$ cat src/rtl/regfile_pkg.sv
// Shared types and constants for the register-file writeback path.
// Latency: n/a (declarations only).
// Backpressure: n/a.
package regfile_pkg;
  localparam int AW   = 5;
  localparam int DW   = 32;
  localparam int NREG = 32;
  localparam logic [AW-1:0] REG_ZERO = '0;

  typedef struct packed {
    logic [AW-1:0] addr;
    logic [DW-1:0] data;
  } wb_req_t;
endpackage

$ cat src/rtl/wb_fifo.sv
// DEPTH-entry synchronous FIFO of writeback requests with per-slot visibility.
// Latency: push visible at head one cycle later.
// Backpressure: caller must not push when full or pop when empty.
module wb_fifo
  import regfile_pkg::*;
#(
  parameter int DEPTH = 2
) (
  input  logic                         clk,
  input  logic                         rst_n,
  input  logic                         push,
  input  wb_req_t                      push_dat,
  input  logic                         pop,
  output logic                         full,
  output logic                         empty,
  output wb_req_t                      head,
  output logic [DEPTH-1:0]             ent_vld,
  output logic [DEPTH-1:0][AW-1:0]     ent_addr
);
  localparam int PW = (DEPTH > 1) ? $clog2(DEPTH) : 1;
  localparam logic [PW-1:0] PTR_LAST = PW'(DEPTH - 1);

  wb_req_t [DEPTH-1:0] mem_q;
  logic [DEPTH-1:0]    vld_q, vld_d;
  logic [PW-1:0]       wr_ptr_q, rd_ptr_q;

  function automatic logic [PW-1:0] next_ptr(input logic [PW-1:0] p);
    return (p == PTR_LAST) ? '0 : p + 1'b1;
  endfunction

  // A push never targets the popped slot: push requires a free slot, pop an occupied one.
  always_comb begin
    vld_d = vld_q;
    if (pop)  vld_d[rd_ptr_q] = 1'b0;
    if (push) vld_d[wr_ptr_q] = 1'b1;
  end

  always_ff @(posedge clk or negedge rst_n) begin
    if (!rst_n) begin
      vld_q    <= '0;
      wr_ptr_q <= '0;
      rd_ptr_q <= '0;
    end else begin
      vld_q <= vld_d;
      if (push) wr_ptr_q <= next_ptr(wr_ptr_q);
      if (pop)  rd_ptr_q <= next_ptr(rd_ptr_q);
    end
  end

  always_ff @(posedge clk) begin
    if (push) mem_q[wr_ptr_q] <= push_dat;
  end

  always_comb begin
    for (int i = 0; i < DEPTH; i++) ent_addr[i] = mem_q[i].addr;
  end

  assign head    = mem_q[rd_ptr_q];
  assign full    = &vld_q;
  assign empty   = ~|vld_q;
  assign ent_vld = vld_q;
endmodule

$ cat src/rtl/regfile_wb_arbiter.sv
// Shares the regfile write port: pipeline (A) first, buffered multi-cycle unit (B) in idle slots.
// Latency: request in cycle N drives rf_* in cycle N+1.
// Backpressure: A never held off; B via b_ready (= not full); starvation raises stall_req.
module regfile_wb_arbiter
  import regfile_pkg::*;
#(
  parameter int DEPTH    = 2,
  parameter int MAX_WAIT = 4
) (
  input  logic          clk,
  input  logic          rst_n,
  input  logic          a_we,
  input  logic [AW-1:0] a_waddr,
  input  logic [DW-1:0] a_wdata,
  input  logic          b_valid,
  output logic          b_ready,
  input  logic [AW-1:0] b_waddr,
  input  logic [DW-1:0] b_wdata,
  input  logic [AW-1:0] rs,
  input  logic [AW-1:0] rt,
  output logic          pend_rs,
  output logic          pend_rt,
  output logic          stall_req,
  output logic          rf_we,
  output logic [AW-1:0] rf_waddr,
  output logic [DW-1:0] rf_wdata
);
  localparam int WCW = $clog2(MAX_WAIT + 1);
  localparam logic [WCW-1:0] WAIT_LAST = WCW'(MAX_WAIT - 1);

  logic                      fifo_full, fifo_empty, fifo_push, fifo_pop;
  wb_req_t                   fifo_head, b_req;
  logic [DEPTH-1:0]          ent_vld;
  logic [DEPTH-1:0][AW-1:0]  ent_addr;
  logic                      b_fire, b_keep, bypass;

  logic                      rf_we_q, rf_we_d, src_b_q, src_b_d, stall_q, stall_d;
  logic [AW-1:0]             rf_waddr_q, rf_waddr_d;
  logic [DW-1:0]             rf_wdata_q, rf_wdata_d;
  logic [WCW-1:0]            wait_q, wait_d;

  assign b_ready = rst_n & ~fifo_full;
  assign b_fire  = b_valid & b_ready;
  // Writes to r0 complete the handshake but are dropped here.
  assign b_keep  = b_fire & (b_waddr != REG_ZERO);
  assign b_req   = '{addr: b_waddr, data: b_wdata};

  assign fifo_pop  = ~a_we & ~fifo_empty;
  assign bypass    = ~a_we & fifo_empty & b_keep;
  assign fifo_push = b_keep & ~bypass;

  wb_fifo #(.DEPTH(DEPTH)) u_fifo (
    .clk      (clk),
    .rst_n    (rst_n),
    .push     (fifo_push),
    .push_dat (b_req),
    .pop      (fifo_pop),
    .full     (fifo_full),
    .empty    (fifo_empty),
    .head     (fifo_head),
    .ent_vld  (ent_vld),
    .ent_addr (ent_addr)
  );

  always_comb begin
    rf_we_d    = 1'b0;
    rf_waddr_d = rf_waddr_q;
    rf_wdata_d = rf_wdata_q;
    src_b_d    = 1'b0;
    if (a_we) begin
      rf_we_d    = 1'b1;
      rf_waddr_d = a_waddr;
      rf_wdata_d = a_wdata;
    end else if (!fifo_empty) begin
      rf_we_d    = 1'b1;
      rf_waddr_d = fifo_head.addr;
      rf_wdata_d = fifo_head.data;
      src_b_d    = 1'b1;
    end else if (bypass) begin
      rf_we_d    = 1'b1;
      rf_waddr_d = b_waddr;
      rf_wdata_d = b_wdata;
      src_b_d    = 1'b1;
    end
  end

  // Counter saturates at its last value so a stall ignored by the pipeline re-fires.
  always_comb begin
    wait_d  = '0;
    stall_d = 1'b0;
    if (!fifo_empty && !fifo_pop) begin
      wait_d  = (wait_q == WAIT_LAST) ? wait_q : wait_q + 1'b1;
      stall_d = (wait_q == WAIT_LAST);
    end
  end

  always_ff @(posedge clk or negedge rst_n) begin
    if (!rst_n) begin
      rf_we_q    <= 1'b0;
      rf_waddr_q <= '0;
      rf_wdata_q <= '0;
      src_b_q    <= 1'b0;
      stall_q    <= 1'b0;
      wait_q     <= '0;
    end else begin
      rf_we_q    <= rf_we_d;
      rf_waddr_q <= rf_waddr_d;
      rf_wdata_q <= rf_wdata_d;
      src_b_q    <= src_b_d;
      stall_q    <= stall_d;
      wait_q     <= wait_d;
    end
  end

  always_comb begin
    pend_rs = rf_we_q & src_b_q & (rf_waddr_q == rs);
    pend_rt = rf_we_q & src_b_q & (rf_waddr_q == rt);
    for (int i = 0; i < DEPTH; i++) begin
      pend_rs = pend_rs | (ent_vld[i] & (ent_addr[i] == rs));
      pend_rt = pend_rt | (ent_vld[i] & (ent_addr[i] == rt));
    end
    pend_rs = pend_rs & (rs != REG_ZERO);
    pend_rt = pend_rt & (rt != REG_ZERO);
  end

  assign rf_we     = rf_we_q;
  assign rf_waddr  = rf_waddr_q;
  assign rf_wdata  = rf_wdata_q;
  assign stall_req = stall_q;

  // The pipeline is expected to honour a stall by idling port A the next cycle.
  a_idle_on_stall: assert property (@(posedge clk) disable iff (!rst_n) stall_req |-> !a_we);
endmodule
$ cat config.mk
export PLATFORM = sky130hd
export DESIGN_NAME = regfile_wb_arbiter
export DESIGN_NICKNAME = d
export VERILOG_FILES = /design/src/rtl/regfile_pkg.sv /design/src/rtl/wb_fifo.sv /design/src/rtl/regfile_wb_arbiter.sv
export SDC_FILE = /design/constraint.sdc
export NUM_CORES = 1
export LEC_CHECK = 0
export ABC_AREA = 1
export CAP_MARGIN = 30
export CORE_ASPECT_RATIO = 1.25
export CORE_MARGIN = 8
export CORE_UTILIZATION = 55
export DETAILED_ROUTE_END_ITERATION = 10
export GPL_TIMING_DRIVEN = 0
export PLACE_DENSITY_LB_ADDON = 0.15
export SETUP_SLACK_MARGIN = 0.4
export SYNTH_ARGS = -nofsm -noshare
export SYNTH_HDL_FRONTEND = slang
export SYNTH_SLANG_ARGS = --single-unit
$ cat constraint.sdc
create_clock -name clk -period 5 [get_ports clk]
set_clock_uncertainty 0.05 [all_clocks]
set_input_delay 0.5 -clock clk [delete_from_list [all_inputs] [get_ports clk]]
set_output_delay 0.5 -clock clk [all_outputs]
set_load 0.05 [all_outputs]
==> results of run 1 <==
[through the flow]
step	TNS (ns)	utilization [%]	total power, mW	cells	hold slack, ns
after floorplan	0	-	2.85	636	0.154
after CTS	0	77.0	5.01	931	0.0319
after global placement	-80.08	69.9	3.52	896	0.415
after detailed placement	0	70.7	3.59	899	0.430
final	0	77.0	4.99	931	0.0279
after global routing	0	77.0	5.20	931	0.0597
[metal layers]
metal	track usage (%)	part of all wire (%)	routed length, um	up-vias
li1	-	-	-	2413
met1	28.3	38	6760	2412
met2	43.9	53	9350	244
met3	6.61	7.5	1330	30
met4	8.88	1.9	330	0
met5	0	0	0	-
[registers in the layout, summed over array words and instances (netlist names)]
signal / cells
rf_waddr: 5
u_fifo.ent_addr: 10
u_fifo.rd_ptr_q: 1
rf_we: 1
u_fifo.mem_q: 64
u_fifo.wr_ptr_q: 1
stall_req: 1
u_fifo.ent_vld: 2
src_b_q: 1
rf_wdata: 32
wait_q: 3
[worst max-delay path by stage]
stage / startpoint / endpoint / slack, ns / cells after the start
floorplan: rst_n / u_fifo.ent_addr[5]$_DFFE_PP_ / 1.47 / 4
global placement: rst_n / u_fifo.mem_q[47]$_DFFE_PP_ / -1.56 / 5
detailed placement: rst_n / u_fifo.mem_q[17]$_DFFE_PP_ / 1.77 / 7
CTS: rt[4] / pend_rt / 1.82 / 10
global route: rt[4] / pend_rt / 1.69 / 10
finish: rt[4] / pend_rt / 1.84 / 10
[cell families (layout without fill, tap and decap cells)]
| family | Yosys count | in the layout | synth area share (%) |
|---|---|---|---|
| buffers and inverters | 68 | 231 | 6.54 |
| adders and majority gates | 2 | 2 | 0.419 |
| DFF | 121 | 121 | 56.9 |
| AOI/OAI and AO/OA | 53 | 53 | 7.21 |
| xor gates and xnor gates | 1 | 1 | 0.147 |
| and+or+nand+nor | 391 | 391 | 28.8 |
[final cells by class]
class / count / share of cell area [%]
timing repair buffer: 131 / 16.5
buffer: 30 / 2.97
clock buffer: 21 / 5.51
tap: 132 / 2.02
multi-input combinational: 447 / 26.9
clock inverter: 11 / 2.67
sequential: 121 / 41.6
inverter: 38 / 1.81
[power by group through the flow]
stage	Combinational [mW]	Sequential, mW	Clock, mW
5_1_grt	2.25	1.51	1.44
2_1_floorplan	0.831	2.01	0
4_1_cts	2.12	1.49	1.40
6_report	2.11	1.49	1.39
3_5_place_dp	2.09	1.50	0
3_3_place_gp	2.03	1.49	0
[placed cells by master (no fill, tap or decap), types with 2 or more instances in the layout]
cell,instances
nand2_1,240
clkdlybuf4s50_1,127
nand3_1,79
edfxtp_1,74
dfrtp_1,47
inv_1,36
or2_2,32
nor2_1,27
o211ai_1,24
clkbuf_16,17
clkbuf_1,12
buf_6,11
o21ai_0,10
o211ai_2,10
buf_2,6
bufinv_16,6
o21ai_2,5
nor2_4,4
buf_8,3
nor3_1,2
nand2_8,2
inv_6,2
nand2_2,2
buf_4,2
ha_1,2
clkinvlp_4,2
buf_16,2
==> impl_metrics.py, run 1 <==
metrics = {
    "placed_design": {
        "dp_slack_ns": 1.77,
        "hpwl_mm": 12.4,
        "place_area_mm2": 0.00750,
        "io_buffers": 128,
        "gp_congestion": 0.860,
    },
    "floorplanning": {
        "die_area_mm2": 0.0145,
        "core_mm2": 0.0106,
        "die_w_um": 109,
        "initial_core_util_pct": 56.3,
        "die_h_um": 133,
        "rows": 42,
        "io_pins": 130,
    },
    "clock_network": {
        "ctsResizeCount": 0,
        "postCtsSetupBuffers": 0,
        "cts_tree": "done",
        "cts_max_level": 4,
        "clock_sinks": 121,
        "clk_pin_slew_worst_paths_ns": 0.06,
        "clockBufferDepth": 2,
        "clkLatencyLatePin_ns": 0.41,
        "clockRootBuffer": "clkbuf_16",
        "holdBufCountCts": 0,
        "cts_buffers": 17,
    },
    "synth": {
        "yosysSeqAreaShare_pct": 56.9,
        "avgSynthCellArea_um2": 9.39,
        "synthArstFlopShare_pct": 38.8,
        "post_synth_most_frequent_cells": "nand2_1 (240), nand3_1 (79), edfxtp_1 (74), dfrtp_1 (47), inv_1 (36)",
        "yosysWarnings": 0,
        "syn_area_mm2": 0.00597,
        "synth_ff_type": "edfxtp_1",
        "synth_edf_count": 74,
        "synthesis.nets": 726,
        "synth_top_area_cell": "edfxtp_1",
        "synth_area_leaders": "edfxtp_1 (37%), dfrtp_1 (20%), nand2_1 (15%)",
        "synth_seq_cells": 121,
        "yosysUniqueCellTypes": 32,
        "yosysMostFrequentCell": "nand2_1",
        "synth_cells": 636,
        "synth_top_area_share_pct": 37.2,
    },
    "drt": {
        "antenna_violating_nets_post_route": 0,
        "wl_per_cell_um": 19.1,
        "routed_wl_mm": 17.8,
        "drc": 0,
        "vias_per_cell": 5.48,
        "dr.first_iter.drc_count": 292,
        "first_pass_iters": 5,
        "num_vias": 5099,
    },
    "cells_and_area": {
        "final_nets": 876,
        "n_antenna_cell": 0,
        "drive_above_1_share_pct": 14.3,
        "multiInputGateArea_mm2": 0.00220,
        "seq_area_mm2": 0.00340,
        "fill_cells": 747,
        "syn_to_final_growth_pct": 36.8,
        "finalInstanceArea_mm2": 0.00817,
    },
    "timing": {
        "setup_slack_ns": 1.84,
        "min_period_ns": 3.16,
        "slew_headroom_pct": 55.4,
        "fmax_mhz": 316,
        "rsz0062_at_grt": "false",
        "setup_viol": 0,
        "finalHoldViolations": 0,
        "tightest_slew_ns": 0.668,
        "min_period_over_period_pct": 63.3,
        "final-max-slew-violation-count": 0,
    },
    "worst_setup_path": {
        "crit_chain": "clkdlybuf4s50_1, inv_1, nand2_1, nand2_1, nor2_1, nand3_1, nand3_1, nand2_1, inv_1, clkdlybuf4s50_1",
        "cpPeakStageDelay_ns": 0.79,
        "cp-start-kind": "input port",
        "cpMostUsedCell": "nand2_1",
        "critPathArrivalTime_ns": 2.61,
        "crit_slowest_cell": "clkdlybuf4s50_1",
        "rr_endpoint": "u_fifo.mem_q[18]$_DFFE_PP_",
        "crit_required_ns": 4.45,
        "rr_worst_depth": 5,
        "path_max_fanout": 4,
        "critPathKind": "input port to output port",
        "path_delay_family": "buffers and inverters",
        "r2r_start": "u_fifo.ent_vld[0]$_DFF_PN0_",
        "path_buf_inv": 4,
        "r2r_slack_ns": 2.64,
        "end_kind": "output port",
    },
    "power": {
        "combPwrFrac_pct": 42.2,
        "vdd_drop_max_mv": 0.492,
        "seq_power_share_pct": 29.9,
        "leakagePower_nw": 3.54,
        "pwr-share-clk_pct": 27.9,
        "internal_power_mw": 3.00,
        "power.net_switching_mw": 1.99,
        "p_per_area_mw_per_mm2": 611,
        "swShare_pct": 39.9,
    },
    "flow_run": {
        "drv_cap": 0,
    },
    "run_status": {
        "status": "completed",
    },
    "worst_hold_path": {
        "hold_class": "input port to async pin",
    },
    "global_routing": {
        "overflow": 0,
        "grt_pass1_wl_mm": 28.0,
        "grt_util_all_layers_pct": 25.1,
        "grt_pass1_vias": 5538,
        "antenna_found_initial": 0,
        "grt_start_max_net_pins": 30,
    },
}
Power figures use the tool's default switching activity.
==> inputs of run 2 (changes only) <==
Settings changed: CORE_UTILIZATION 55 to 46.
Clock period 5 ns to 2.65 ns, I/O delays scaled along.
==> run 2 against run 1 <==
Against the previous run:
- combinational power is 87% higher
- worst setup slack worse by 1.4 ns
- die area up 17%
- first-iteration DRC count grew 5.5%
- sequential power increased by 88%
- sequential cell count unchanged
- wire length is 0.15% higher
- largest power group unchanged
==> impl_metrics.py, run 2 (synthesis gave the netlist of run 1 again) <==
metrics = {
    "power": {
        "p_per_area_mw_per_mm2": 1110,
        "report.power.total_mw": 9.09,
        "vdd_drop_max_mv": 0.858,
        "leakagePower_nw": 3.52,
    },
    "clock_network": {
        "postCtsSetupBuffers": 0,
        "cts_max_level": 4,
        "cts_buffers": 17,
        "clockBufferDepth": 2,
        "clock_sinks": 121,
        "clkLatencyLatePin_ns": 0.41,
        "clockRootBuffer": "clkbuf_16",
        "cts_tree": "done",
        "clk_pin_slew_worst_paths_ns": 0.05,
    },
    "placed_design": {
        "dp_slack_ns": -0.0210,
        "place_area_mm2": 0.00755,
        "io_buffers": 128,
        "hpwl_mm": 12.6,
        "gp_congestion": 0.825,
        "place_inst": 935,
    },
    "worst_setup_path": {
        "path_max_fanout": 26,
        "critPathArrivalTime_ns": 2.25,
        "crit_chain": "dlygate4sd3_1, buf_2, buf_12, a21boi_4, and2_4, nand3_4, nor2_4, buf_12",
        "end_kind": "flop",
        "critPathKind": "input port to flop",
        "cpPeakStageDelay_ns": 0.52,
        "rr_worst_depth": 5,
        "cpMostUsedCell": "buf_12",
        "crit_required_ns": 2.70,
        "cp-start-kind": "input port",
        "crit_slowest_cell": "dlygate4sd3_1",
    },
    "floorplanning": {
        "core_mm2": 0.0127,
        "io_pins": 130,
        "die_h_um": 143,
        "die_area_mm2": 0.0169,
        "initial_core_util_pct": 47.2,
        "rows": 46,
        "die_w_um": 118,
    },
    "global_routing": {
        "grt_util_all_layers_pct": 21.5,
        "grt_pass1_vias": 5366,
        "grtUsageMet3_pct": 6.28,
        "grt_use_met2_pct": 38.7,
        "use_met1_pct": 23.6,
        "grt_pass1_wl_mm": 28.1,
        "antenna_found_initial": 0,
        "gr-max-usage-layer": "met2",
        "grt_start_max_net_pins": 34,
        "overflow": 0,
    },
    "cells_and_area": {
        "fill_cells": 1080,
        "final_cell_mix": "nand2_1 (240), clkdlybuf4s50_1 (124), nand3_1 (78)",
        "seq_area_mm2": 0.00340,
        "finalInstanceArea_mm2": 0.00818,
        "multiInputGateArea_mm2": 0.00222,
        "layout_commonest_cell": "nand2_1",
        "n_antenna_cell": 0,
        "top_register": "u_fifo.mem_q",
        "syn_to_final_growth_pct": 37.0,
        "fin_util_pct": 64.6,
        "largest_reg_flops": 64,
        "layout.cells.non_filler": 970,
        "final_nets": 879,
        "drive_above_1_share_pct": 15.1,
    },
    "timing": {
        "min_period_over_period_pct": 83.1,
        "setup_slack_ns": 0.447,
        "setup_viol": 0,
        "hold_ws_ns": 0.326,
        "tightest_slew_ns": 0.774,
        "slew_headroom_pct": 48.2,
        "rsz0062_at_grt": "true",
        "setup_tns_ns": 0,
        "fmax_mhz": 454,
        "min_period_ns": 2.20,
        "final-max-slew-violation-count": 0,
        "finalHoldViolations": 0,
    },
    "flow_run": {
        "drv_cap": 0,
    },
    "drt": {
        "drc": 0,
        "dr.first_iter.drc_count": 308,
        "first_pass_iters": 5,
        "wl_per_cell_um": 18.3,
        "num_vias": 4997,
        "vias_per_cell": 5.15,
        "antenna_violating_nets_post_route": 0,
        "routed_wl_mm": 17.8,
    },
    "worst_hold_path": {
        "hold_class": "input port to flop",
        "hold_depth": 5,
    },
    "run_status": {
        "status": "completed",
    },
}
==> run 2: cell type report <==
class	count	share of cell area (%)
Buffer	30	2.97
Clock buffer	17	5.20
Clock inverter	15	2.16
Inverter	38	1.80
Multi-Input combinational cell	447	27.1
Sequential cell	121	41.6
Tap cell	168	2.57
Timing Repair Buffer	134	16.7
==> run 2: critical path: cells and delay by family <==
| kind | cells | cell delay, ns |
|---|---|---|
| AO/OA/AOI/OAI | 1 | 0.17 |
| buffers and inverters | 4 | 1.03 |
| AND/OR/NAND/NOR | 3 | 0.75 |
==> run 2: metal layers <==
layer  vias up  wire length (um)
li1       2421                 -
met1      2392              7320
met2       157              9110
met3        27               937
met4         0               426
met5         -                 0
==> run 2: what timing repair did <==
action / 4_1_cts / 5_1_grt
hold endpoints to repair: 14 / 0
gates resized for setup: 7 / 4
pin swaps: 0 / 1
setup endpoints to repair: 3 / 26
hold buffers: 3 / 0
==> run 2: final timing paths <==
path                                             start                         end  slack [ns]
setup / recovery                                 rst_n  u_fifo.mem_q[24]$_DFFE_PP_        0.45
hold / removal                                    a_we       wait_q[0]$_DFFE_PN0N_        0.33
setup reg to reg           u_fifo.ent_vld[1]$_DFF_PN0_  u_fifo.mem_q[24]$_DFFE_PP_        0.61
hold reg to reg                  wait_q[2]$_DFFE_PN0N_       wait_q[2]$_DFFE_PN0N_        0.44
max in group asynchronous                        rst_n     rf_wdata[4]$_DFFE_PN0P_        1.06
min in group asynchronous                        rst_n    rf_wdata[21]$_DFFE_PN0P_        0.43
==> run 2: where the power goes <==
part | total (mW) | internal, mW | switching [mW]
Combinational | 3.94 | 1.36 | 2.58
Clock | 2.34 | 1.48 | 0.863
Sequential | 2.80 | 2.50 | 0.306
Total | 9.09 | 5.34 | 3.75
==> inputs of run 3 (changes only) <==
Clock period 2.65 ns to 2 ns, I/O delays scaled along.
==> run 3 against run 2 <==
Against the previous run:
- global-route usage grew 1.5 points
- wire length increased by 13%
- via count up 6.4%
- utilization increased by 6.7 points
- critical endpoint is now pend_rt
- highest routed layer unchanged
==> impl_metrics.py, run 3 (synthesis gave the netlist of run 1 again) <==
metrics = {
    "run_status": {
        "status": "completed",
    },
    "clock_network": {
        "cts_tree": "done",
        "clkLatencyLatePin_ns": 0.41,
        "clockRootBuffer": "clkbuf_16",
        "clock_sinks": 121,
        "clk_pin_slew_worst_paths_ns": 0.06,
        "cts_buffers": 17,
        "cts_max_level": 4,
        "clockBufferDepth": 2,
    },
    "placed_design": {
        "place_inst": 935,
        "place_area_mm2": 0.00757,
        "io_buffers": 128,
        "gp_congestion": 0.825,
        "hpwl_mm": 12.7,
    },
    "timing": {
        "finalHoldViolations": 0,
        "final-max-slew-violation-count": 0,
        "setup_viol": 0,
        "slew_headroom_pct": 55.0,
        "min_period_over_period_pct": 90.8,
        "rsz0062_at_grt": "true",
        "fmax_mhz": 551,
        "hold_ws_ns": 0.264,
        "tightest_slew_ns": 0.674,
        "min_period_ns": 1.82,
    },
    "power": {
        "vdd_drop_max_mv": 1.03,
        "leakagePower_nw": 4.01,
        "p_per_area_mw_per_mm2": 1440,
    },
    "drt": {
        "wl_per_cell_um": 19.8,
        "antenna_violating_nets_post_route": 0,
        "first_pass_iters": 4,
        "dr.first_iter.drc_count": 306,
        "vias_per_cell": 5.25,
        "drc": 0,
        "num_vias": 5318,
        "routed_wl_mm": 20.0,
    },
    "worst_setup_path": {
        "cp-start-kind": "flop",
        "path_max_fanout": 4,
        "r2r_slack_ns": 0.23,
        "critPathArrivalTime_ns": 1.57,
        "critPathKind": "flop to output port",
        "crit_required_ns": 1.75,
        "end_kind": "output port",
    },
    "floorplanning": {
        "die_w_um": 118,
        "die_area_mm2": 0.0169,
        "die_h_um": 143,
        "core_mm2": 0.0127,
        "initial_core_util_pct": 47.2,
        "rows": 46,
        "io_pins": 130,
    },
    "global_routing": {
        "overflow": 0,
        "grt_pass1_vias": 5708,
        "grt_start_max_net_pins": 34,
        "grt_pass1_wl_mm": 30.3,
        "grt_util_all_layers_pct": 23.0,
        "antenna_found_initial": 1,
    },
    "cells_and_area": {
        "layout.cells.non_filler": 1013,
        "top_register": "u_fifo.mem_q",
        "final_cell_mix": "nand2_1 (222), clkdlybuf4s50_1 (76), nand3_1 (74), edfxtp_1 (74), dfrtp_1 (38)",
        "layout_commonest_cell": "nand2_1",
        "final_nets": 921,
        "largest_reg_flops": 64,
        "syn_to_final_growth_pct": 51.2,
        "finalInstanceArea_mm2": 0.00903,
        "drive_above_1_share_pct": 27.0,
        "fin_util_pct": 71.3,
    },
    "flow_run": {
        "drv_cap": 0,
    },
    "worst_hold_path": {
        "hold_class": "input port to flop",
    },
}
-- run 3: cell count changes in the layout (fill, tap and decap cells not counted), sizes merged --
cell	change
inv	+1
diode	+1
clkbuf	+6
clkinvlp	-2
dlygate4sd2	+32
dlymetal6s2s	+6
clkdlybuf4s15	+7
clkinv	-1
clkdlybuf4s50	-48
buf	+41
-- run 3: per-layer routing --
metal	share of wire, %	GRT usage, %	vias up
li1	-	-	2512
met2	54	42.6	181
met4	2.0	9.66	0
met1	39	25.4	2596
met3	5.1	4.63	29
met5	0	0	-
-- run 3: report_power, final --
group / leakage, nW / internal [mW] / switching, mW / total, mW
combinational: 2.47 / 2.25 / 3.83 / 6.07
clock: 0.295 / 2.01 / 1.17 / 3.18
sequential: 1.24 / 3.32 / 0.403 / 3.73
-- run 3: layout make-up --
class,count,area (um^2)
Clock inverter,13,168
Multi-Input combinational cell,447,2340
Fill cell,964,3630
Tap cell,168,210
Antenna cell,1,2.50
Clock buffer,19,443
Timing Repair Buffer,176,2020
Sequential cell,121,3410
Inverter,38,163
Buffer,30,280
-- run 3: worst max-delay path, cell delays in order, from the launching register on --
cell     delay [ns]
dfrtp_2        0.44
inv_4          0.09
nand2_4        0.05
o21ai_1        0.11
nor2_2         0.06
nand3_1        0.07
nand3_1        0.08
nand2_1        0.08
inv_2          0.04
buf_8          0.14
-- run 3: metrics by stage --
| stage | setup TNS (ns) | setup WS [ns] | total power, mW |
|---|---|---|---|
| floorplan | -17.88 | -0.254 | 7.16 |
| CTS | 0 | 0.128 | 12.6 |
| global placement | -319.33 | -2.66 | 8.90 |
| finish | 0 | 0.184 | 13.0 |
| detailed placement | -39.37 | -0.542 | 9.03 |
| global route | 0 | 0.113 | 13.5 |
-- run 3: worst paths after layout --
path | cells past startpoint | to | from
worst max-delay path | 9 | pend_rt | rf_waddr[2]$_DFFE_PN0P_
worst max register to register | 7 | u_fifo.mem_q[7]$_DFFE_PP_ | u_fifo.ent_vld[1]$_DFF_PN0_
worst min register to register | 2 | rf_wdata[30]$_DFFE_PN0P_ | rf_wdata[30]$_DFFE_PN0P_
min in group asynchronous | 2 | rf_waddr[0]$_DFFE_PN0P_ | rst_n
max in group asynchronous | 2 | rf_we$_DFF_PN0_ | rst_n
worst min-delay path | 5 | wait_q[0]$_DFFE_PN0N_ | a_we
-- run 3: what timing repair did --
item,CTS,global route
hold buffers,3,0
endpoints found under the hold margin,47,0
pin swaps,22,49
setup endpoints to repair,155,127
setup buffers,20,10
gates cloned,9,3
gates resized for setup,101,81
